--- src/rtl/led_cube_frame_scanner_if.sv ---
// led_cube_frame_scanner_if: received-byte stream from the UART path into the cube scanner
//   byte_in     8  received byte
//   byte_valid  1  one-cycle strobe, byte_in is new
// master drives the stream, slave (the scanner) consumes it.
interface led_cube_frame_scanner_if;
    logic [7:0] byte_in;
    logic       byte_valid;
    modport master (output byte_in, byte_valid);
    modport slave  (input  byte_in, byte_valid);
endinterface

--- src/rtl/led_cube_frame_scanner.sv ---
// led_cube_frame_scanner: double-buffered 8x8x8 LED cube frame receiver and layer scanner
//   clk            system clock
//   rst_n          asynchronous active-low reset
//   rx             byte stream (slave modport): byte_in, byte_valid
//   Layers_out     one-hot layer enable
//   Latches_out    row latch clocks, at most one bit set
//   Data_out       column data bus shared by all row latches
//   frame_done     pulse when a new frame becomes the front buffer
//   frame_dropped  pulse when a start-of-frame is ignored because a swap is pending
//   rx_busy        high while a frame is being loaded
module led_cube_frame_scanner #(
    parameter logic [7:0] SOF_BYTE    = 8'hA5,
    parameter int         LATCH_HOLD  = 2,
    parameter int         LAYER_DWELL = 2000,
    parameter int         RX_TIMEOUT  = 50000
) (
    input  logic                          clk,
    input  logic                          rst_n,
    led_cube_frame_scanner_if.slave       rx,
    output logic [7:0]                    Layers_out,
    output logic [7:0]                    Latches_out,
    output logic [7:0]                    Data_out,
    output logic                          frame_done,
    output logic                          frame_dropped,
    output logic                          rx_busy
);
    localparam int TMAX = LATCH_HOLD > LAYER_DWELL ? LATCH_HOLD : LAYER_DWELL;
    localparam int TW = $clog2(TMAX + 1);
    localparam int RW = $clog2(RX_TIMEOUT + 1);
    localparam logic [TW-1:0] HOLD_LAST  = TW'(LATCH_HOLD - 1);
    localparam logic [TW-1:0] DWELL_LAST = TW'(LAYER_DWELL - 1);
    localparam logic [RW-1:0] RX_LAST    = RW'(RX_TIMEOUT - 1);

    typedef enum logic [2:0] {S_BLANK, S_SETUP, S_STROBE, S_RELEASE, S_DISPLAY} scan_state_t;
    typedef enum logic {RX_IDLE, RX_LOAD} rx_state_t;

    scan_state_t     s, s_n;
    rx_state_t       rs, rs_n;
    logic [2:0]      layer, layer_n, row, row_n;
    logic [TW-1:0]   t, t_n;
    logic [5:0]      idx, idx_n;
    logic [RW-1:0]   rc, rc_n;
    logic            front, pending, t_last, swap, wr, last_byte;
    logic [7:0]      data_q;
    logic [7:0]      mem [2][64];

    always_comb begin
        t_last = t == (s == S_DISPLAY ? DWELL_LAST : HOLD_LAST);
        s_n = s;
        layer_n = layer;
        row_n = row;
        t_n = t + 1'b1;
        case (s)
            S_BLANK: begin
                s_n = S_SETUP;
                t_n = '0;
            end
            S_SETUP: if (t_last) begin
                s_n = S_STROBE;
                t_n = '0;
            end
            S_STROBE: if (t_last) begin
                s_n = S_RELEASE;
                t_n = '0;
            end
            S_RELEASE: begin
                // row 7 wraps to 0, which is exactly the row the next layer starts on
                t_n = '0;
                row_n = row + 3'd1;
                s_n = row == 3'd7 ? S_DISPLAY : S_SETUP;
            end
            S_DISPLAY: if (t_last) begin
                s_n = S_BLANK;
                t_n = '0;
                layer_n = layer + 3'd1;
            end
            default: begin
                s_n = S_BLANK;
                t_n = '0;
            end
        endcase
        // swap_pending is registered, so a final byte on the wrap cycle waits a full scan
        swap = s == S_DISPLAY && t_last && layer == 3'd7 && pending;
    end

    always_comb begin
        rs_n = rs;
        idx_n = idx;
        rc_n = rc + 1'b1;
        wr = 1'b0;
        last_byte = 1'b0;
        frame_dropped = 1'b0;
        case (rs)
            RX_IDLE: begin
                rc_n = '0;
                if (rx.byte_valid && rx.byte_in == SOF_BYTE) begin
                    frame_dropped = pending;
                    rs_n = pending ? RX_IDLE : RX_LOAD;
                    idx_n = '0;
                end
            end
            RX_LOAD: begin
                if (rx.byte_valid) begin
                    wr = 1'b1;
                    idx_n = idx + 6'd1;
                    rc_n = '0;
                    last_byte = idx == 6'd63;
                    rs_n = idx == 6'd63 ? RX_IDLE : RX_LOAD;
                end else if (rc == RX_LAST) begin
                    rs_n = RX_IDLE;
                end
            end
            default: rs_n = RX_IDLE;
        endcase
    end

    always_ff @(posedge clk or negedge rst_n) begin
        if (!rst_n) begin
            s <= S_BLANK;
            layer <= '0;
            row <= '0;
            t <= '0;
            rs <= RX_IDLE;
            idx <= '0;
            rc <= '0;
            front <= 1'b0;
            pending <= 1'b0;
            data_q <= '0;
        end else begin
            s <= s_n;
            layer <= layer_n;
            row <= row_n;
            t <= t_n;
            rs <= rs_n;
            idx <= idx_n;
            rc <= rc_n;
            front <= front ^ swap;
            pending <= last_byte | (pending & ~swap);
            // entry to S_SETUP never coincides with a swap, so front is already settled
            if (s_n == S_SETUP) data_q <= mem[front][{layer_n, row_n}];
        end
    end

    always_ff @(posedge clk or negedge rst_n) begin
        if (!rst_n) begin
            for (int i = 0; i < 2; i++)
                for (int j = 0; j < 64; j++)
                    mem[i][j] <= '0;
        end else if (wr) begin
            mem[!front][idx] <= rx.byte_in;
        end
    end

    assign Latches_out = s == S_STROBE ? 8'd1 << row : 8'd0;
    assign Layers_out  = s == S_DISPLAY ? 8'd1 << layer : 8'd0;
    assign Data_out    = data_q;
    assign frame_done  = swap;
    assign rx_busy     = rs == RX_LOAD;
endmodule
--- src/flat_wrapper.sv ---
// flat-port wrapper written by rule: the top's interface ports become plain ports
module led_cube_frame_scanner_flat 
#(
    parameter logic [7:0] SOF_BYTE    = 8'hA5,
    parameter int         LATCH_HOLD  = 2,
    parameter int         LAYER_DWELL = 2000,
    parameter int         RX_TIMEOUT  = 50000
)
  (clk, rst_n, Layers_out, Latches_out, Data_out, frame_done, frame_dropped, rx_busy, rx_byte_in, rx_byte_valid);
  led_cube_frame_scanner_if rx_i ();
  input  logic clk;
  input  logic rst_n;
  output logic [7:0] Layers_out;
  output logic [7:0] Latches_out;
  output logic [7:0] Data_out;
  output logic frame_done;
  output logic frame_dropped;
  output logic rx_busy;
  input wire logic [$bits(rx_i.byte_in)-1:0] rx_byte_in;
  input wire logic [$bits(rx_i.byte_valid)-1:0] rx_byte_valid;
  assign rx_i.byte_in = rx_byte_in;
  assign rx_i.byte_valid = rx_byte_valid;
  led_cube_frame_scanner #(.SOF_BYTE(SOF_BYTE), .LATCH_HOLD(LATCH_HOLD), .LAYER_DWELL(LAYER_DWELL), .RX_TIMEOUT(RX_TIMEOUT)) u_core (.clk(clk), .rst_n(rst_n), .rx(rx_i), .Layers_out(Layers_out), .Latches_out(Latches_out), .Data_out(Data_out), .frame_done(frame_done), .frame_dropped(frame_dropped), .rx_busy(rx_busy));
endmodule
--- config.mk ---
export PLATFORM = sky130hd
export DESIGN_NAME = led_cube_frame_scanner_flat
export DESIGN_NICKNAME = d
export VERILOG_FILES = /design/src/rtl/led_cube_frame_scanner_if.sv /design/src/rtl/led_cube_frame_scanner.sv /design/src/flat_wrapper.sv
export SDC_FILE = /design/constraint.sdc
export NUM_CORES = 2
export LEC_CHECK = 0
export BUFFER_PORTS_ARGS = -buffer_cell sky130_fd_sc_hd__clkbuf_2
export CORE_UTILIZATION = 45
export DETAILED_ROUTE_END_ITERATION = 8
export PLACE_DENSITY = 0.61
export SLEW_MARGIN = 25
export SYNTH_ARGS = -nofsm -noshare
export SYNTH_HDL_FRONTEND = slang
export SYNTH_SLANG_ARGS = --single-unit
--- constraint.sdc ---
create_clock -name clk -period 4.6 [get_ports clk]
set_input_delay 0.46 -clock clk [delete_from_list [all_inputs] [get_ports clk]]
set_output_delay 0.46 -clock clk [all_outputs]
set_load 0.01 [all_outputs]
# Word level (Yosys, flattened, before mapping)
# Index checks and enable logic that the tools add are counted.
[word_totals] latchBits=0 rom_bits=0 input_bits=11 ramBits=0 reg_bits=1077 n_memories=0 output_inout_bits=27
[classes] n_mux=41 addsub=5 mul=0 div=0 bitwise_logic=9 shift=2 eq_ne=13 magnitude_cmp=6 reduce_logical=10
[op_table] op="512-bit two-way mux" count=4
[op_table] op="1024-bit bitwise mux" count=1
[op_table] op="512-bit demux with 1-bit select" count=1
[op_table] op="8-bit binary-select mux with 6-bit select" count=1
[op_table] op="8-bit demux with 6-bit select" count=1
[op_table] op="8-bit two-way mux" count=5
[op_table] op="11-bit two-way mux" count=3
[op_table] op="16-bit case mux with 2 select lines" count=1
[op_table] op="3-bit two-way mux" count=7
[op_table] op="16-bit by 1-bit adder with 16-bit output, second input constant" count=1
[op_table] op="16-bit == test, second input constant" count=1
[op_table] op="16-bit two-way mux" count=1
[op_table] op="1-bit by 3-bit left shift with 8-bit output, first input constant" count=2
[op_table] op="3-bit case mux with 5 select lines" count=1
[op_table] op="7-bit greater-or-equal comparator, second input constant" count=2
[op_table] op="6-bit NOT with 7-bit output" count=2
[op_table] op="6-bit two-way mux" count=2
[op_table] op="6-bit case mux with 2 select lines" count=1
[op_table] op="11-bit by 1-bit adder with 11-bit output, second input constant" count=1
[op_table] op="11-bit == test" count=1
[op_table] op="1-bit two-way mux" count=11
[op_table] op="3-bit == test, second input constant" count=3
[op_table] op="8-bit == test, second input constant" count=1
[op_table] op="7-bit by 1-bit less-than comparator with 1-bit output, second input constant" count=1
[op_table] op="20 further kinds" count=31

# Logic depth before layout (Yosys ltp)
[logic_depth] depth_word=9 ltp_mapped=18 mapped_depth_nobuf=12

# Worst setup path after synthesis
# OpenSTA, ideal clock, no wires.
[synth_timing] path_kind="register to register" from="reg u_core.row[0]" to="reg u_core.data_q[4] (netlist: u_core.Data_out[4])" path_slack_ps=811 n_path_buf=4 required_ps=4471 path_stages_with_launch=16 arrival_ps=3660 cell_sequence="dfrtp_1 -> inv_1 -> clkbuf_1 -> clkbuf_1 -> ha_1 -> buf_4 -> nand4b_1 -> a21boi_4 -> inv_2 -> buf_6 -> mux4_2 -> a211oi_1 -> a311oi_1 -> a211o_1 -> a32oi_1 -> o41ai_2"
[synth_via] elab_chain_len=6
[synth_lines] item="from (decl)" line="led_cube_frame_scanner.sv:39" rtl="logic [2:0] layer, layer_n, row, row_n;"
[synth_lines] item="from (signal assigned)" line="led_cube_frame_scanner.sv:132" rtl="row <= row_n;"
[synth_lines] item="3-bit by 1-bit adder with 3-bit output" line="led_cube_frame_scanner.sv:69" rtl="row_n = row + 3'd1;"
[synth_lines] item="3-bit two-way mux" line="led_cube_frame_scanner.sv:53" rtl="case (s)"
[synth_lines] item="6-bit NOT with 7-bit output (not written as such)" line="led_cube_frame_scanner.sv:140" rtl="if (s_n == S_SETUP) data_q <= mem[front][{layer_n, row_n}];"
[synth_lines] item="8-bit binary-select mux with 6-bit select" line="led_cube_frame_scanner.sv:140"
[synth_lines] item="8-bit two-way mux (not written as such) (2 in a row)" line="led_cube_frame_scanner.sv:140"
[synth_lines] item="to (signal assigned)" line="led_cube_frame_scanner.sv:140"
[synth_lines] item="to (decl)" line="led_cube_frame_scanner.sv:44" rtl="logic [7:0] data_q;"
# Several ways; a longest one is shown, not always the timed one. The select of a mux whose other input is x is not followed.
# A chain may end at the register's enable or synchronous reset.

# Worst setup path in the final report
[layout_timing] from="reg u_core.s[0]" to="reg u_core.data_q[6] (netlist: u_core.Data_out[6])"
[layout_via] elab_chain_len=9
[layout_lines] item="from (decl)" line="led_cube_frame_scanner.sv:37" rtl="scan_state_t s, s_n;"
[layout_lines] item="from (signal assigned)" line="led_cube_frame_scanner.sv:130" rtl="s <= s_n;"
[layout_lines] item="3-bit == test" line="led_cube_frame_scanner.sv:48, led_cube_frame_scanner.sv:53"
[layout_lines] item="11-bit two-way mux" line="led_cube_frame_scanner.sv:48" rtl="t_last = t == (s == S_DISPLAY ? DWELL_LAST : HOLD_LAST);"
[layout_lines] item="11-bit == test" line="led_cube_frame_scanner.sv:48"
[layout_lines] item="3-bit two-way mux" line="led_cube_frame_scanner.sv:72" rtl="S_DISPLAY: if (t_last) begin"
[layout_lines] item="3-bit two-way mux" line="led_cube_frame_scanner.sv:53"
[layout_lines] item="6-bit NOT with 7-bit output (not written as such)" line="led_cube_frame_scanner.sv:140"
[layout_lines] item="8-bit binary-select mux with 6-bit select" line="led_cube_frame_scanner.sv:140"
[layout_lines] item="8-bit two-way mux (not written as such) (2 in a row)" line="led_cube_frame_scanner.sv:140"
# Several ways; a longest one is shown, not always the timed one. The select of a mux whose other input is x is not followed.

==> results.txt <==
syn nets - 4517
Syn Inst Count - 4491
RSZ-0062 raised after global routing - no
drt drc - 0
crit path max fanout - 13
CP max stage delay - 0.69 ns
post-CTS setup buffer count - 0
Core Area - 118400 um2
Detailed Routing Iterations Pass 1 - 6
ys async rst share - 1.000
pwr dens - 324.3 nW/um2
mean post-synth cell area - 12.00 um2
P&R area growth vs syn - 12.30%
H-tree level count - 3
commonest non-fill, non-tap cell in the layout - dfrtp_1
dpl cells - 5983
part of the cycle the worst path needs - 0.9624
initial DRC count - 4322
Post-synth EDFFs - 0
hold buffer count at CTS - 1
relative slew slack - 0.2507
antenna violations before repair - 3
setup_tns - 0 ns
CP Capture Type - flip-flop
vias per cell - 6.284
DPL Wire Length - 113.8 mm
endpoints failing setup - 0
WP buf/inv - 0
wire per inst - 28.35 um
critical path's slowest cell - a31oi_1
Max VDD drop - 312.1 uV
All-Layer GR Usage - 0.2896
critical path type - reg2reg
I/O Buffers - 37
crit path cell chain - or3b_1 > o41ai_1 > nor2_1 > a31oi_1 > nor2_1 > nand3_1 > and3_1 > nand4_1 > o41ai_1
Final Critical Period - 4.427 ns
largest net degree at the start of global routing - 134
CTS Buffer Depth - 3
Worst EP arrival - 5.00 ns
final std cells w/o fill - 6205
cts repair resizes - 0
DRT antenna net count - 0
Initial Util - 0.4553
crit start category - flip-flop
cell taking the most area after synthesis - dfrtp_1
CTS Buf Count - 120
layout cells sized above 1 - 0.3505
Ports - 38
Least-Margin Pin Slew - 1.124 ns
CTS tree - built
GPL Wtd Cong - 1.017
Final Net Count - 4532
GR Overflow Total - 0
Root Driver - clkbuf_16
fillers - 10.20k
Worst-path clk slew - 0.06 ns
distinct cell type count after synthesis - 76
Max Freq - 0.2259 GHz
worst skew pair latency - 0.73 ns
Die X-Extent - 348.1 um
Final Hold Fails - 0
vias in the first global route - 38.15k
CP required - 5.18 ns
status - finished clean
Final Skew - 0.04470 ns
via count - 38.99k
die span in y - 348.1 um
DIE AREA - 121200 um2
ys flop type - dfrtp_1
synth top area cells - dfrtp_1, mux2_2, mux2i_1, mux4_2, nand2_1
Yosys Warn Count - 0
row cnt - 126
sequential fraction of the synthesis area - 0.4999
kind of cell adding the most delay to the critical path - simple AND/OR/NAND/NOR gates
most frequent cells in the layout - dfrtp_1, mux2_2, nand2_1
Hold WC Path Type - in2reg
mapped cell area - 53910 um2
Max Cap Viol - 0
CTS Sinks - 1077
top cell type's share of synthesized area - 0.4999
Slew Limit Fails - 0
first-pass GRT wire length - 262.1 mm
Leak - 0.02765 uW
WL final - 175.9 mm
FF+latch count, synth - 1077
state kept, by name (all words and copies together) (netlist names):
register,cells
u_core.rx_busy,1
u_core.front,1
u_core.mem,1024
u_core.layer,3
u_core.idx,6
u_core.Data_out,8
u_core.pending,1
u_core.row,3
u_core.t,11
u_core.s,3
u_core.rc,16
cell families (layout without fill, tap and decap cells):
| family | after synthesis | after routing | synth area share |
|---|---|---|---|
| AO/OA/AOI/OAI | 530 | 530 | 0.06979 |
| XOR/XNOR | 24 | 24 | 0.004248 |
| adder cells (fa/ha/maj) | 15 | 15 | 0.003481 |
| buffers and inverters | 372 | 483 | 0.02917 |
| flip-flops | 1077 | 1077 | 0.4999 |
| multiplexers | 1383 | 1383 | 0.3009 |
| other | 0 | 3 | 0 |
| AND/OR/NAND/NOR | 1090 | 1090 | 0.09249 |
routing by layer:
metal  share of wire  routed length, um  global-route usage  up-vias
met5        0.000057                 10                   0        -
met4           0.055               9610              0.1484        2
met3           0.085              14990             0.06225      438
met2            0.43              76150              0.4251     1757
met1            0.43              75170              0.4032    20250
li1                -                  -                   -    16540
worst min-delay path, delay by kind of cell:
family	cells	cell delay [ns]
AOI/OAI and AO/OA	1	0.07
buffers and inverters	1	0.21
and+or+nand+nor	1	0.13
path summary, 6_finish.rpt:
path                               startpoint                  to  slack (ns)  cells after the start
worst min-delay path            rx_byte_valid       u_core.idx[2]        0.19                      3
worst max register to register    u_core.s[0]  u_core.Data_out[6]        0.17                      9
max in group asynchronous               rst_n      u_core.mem[46]        2.85                      4
worst min register to register   u_core.rc[0]        u_core.rc[0]        0.49                      1
min in group asynchronous               rst_n     u_core.mem[382]        0.28                      2
worst max-delay path              u_core.s[0]  u_core.Data_out[6]        0.17                      9
through the flow:
step | hold slack [ns] | utilization | total power [uW] | worst slack [ns] | cell area (um2)
final | 0.1869 | 0.5114 | 19630 | 0.1730 | 60540
after global routing | 0.2140 | 0.5113 | 20210 | 0.04581 | 60530
after CTS | 0.1601 | 0.5113 | 19800 | 0.3067 | 60530
after detailed placement | 0.4442 | 0.4774 | 10080 | 0.3922 | 56530
after global placement | 0.4424 | 0.4773 | 10080 | 0.1048 | 56510
after floorplan | 0.1644 | - | 9762 | 0.8108 | 53910
Yosys cell counts (20+ instances only):
cell type  number
nor2_1        183
a32oi_1        42
a311oi_1       20
o21ai_0        61
a21oi_1        63
nand2_1       500
mux4_2         86
a31oi_1        49
and2_1         26
buf_1          29
clkbuf_1      217
a221oi_1       27
mux2_2       1040
nand3_1       143
nor3_1         54
nand4_1        44
a211oi_1      114
o22ai_1        60
buf_2          93
mux2i_1       257
dfrtp_1      1077
nor2b_1        44
and3_1         22
layout make-up:
class                           count  area [um2]  share of cell area
Inverter                           19       83.83            0.001385
Multi-Input combinational cell   3042       25470              0.4206
Clock buffer                      175        3521             0.05816
Clock inverter                     43       476.7            0.007874
Timing Repair Buffer              246        2022             0.03340
Antenna cell                        3       7.507           0.0001240
Sequential cell                  1077       26960              0.4454
Tap cell                         1600        2002             0.03307
power by group:
| group | switching, uW | internal, uW |
|---|---|---|
| Clock | 4010 | 5730 |
| Sequential | 2.62 | 9480 |
| Combinational | 374 | 42.7 |
| Total | 4390 | 15200 |
(Power assumes the default switching activity.)
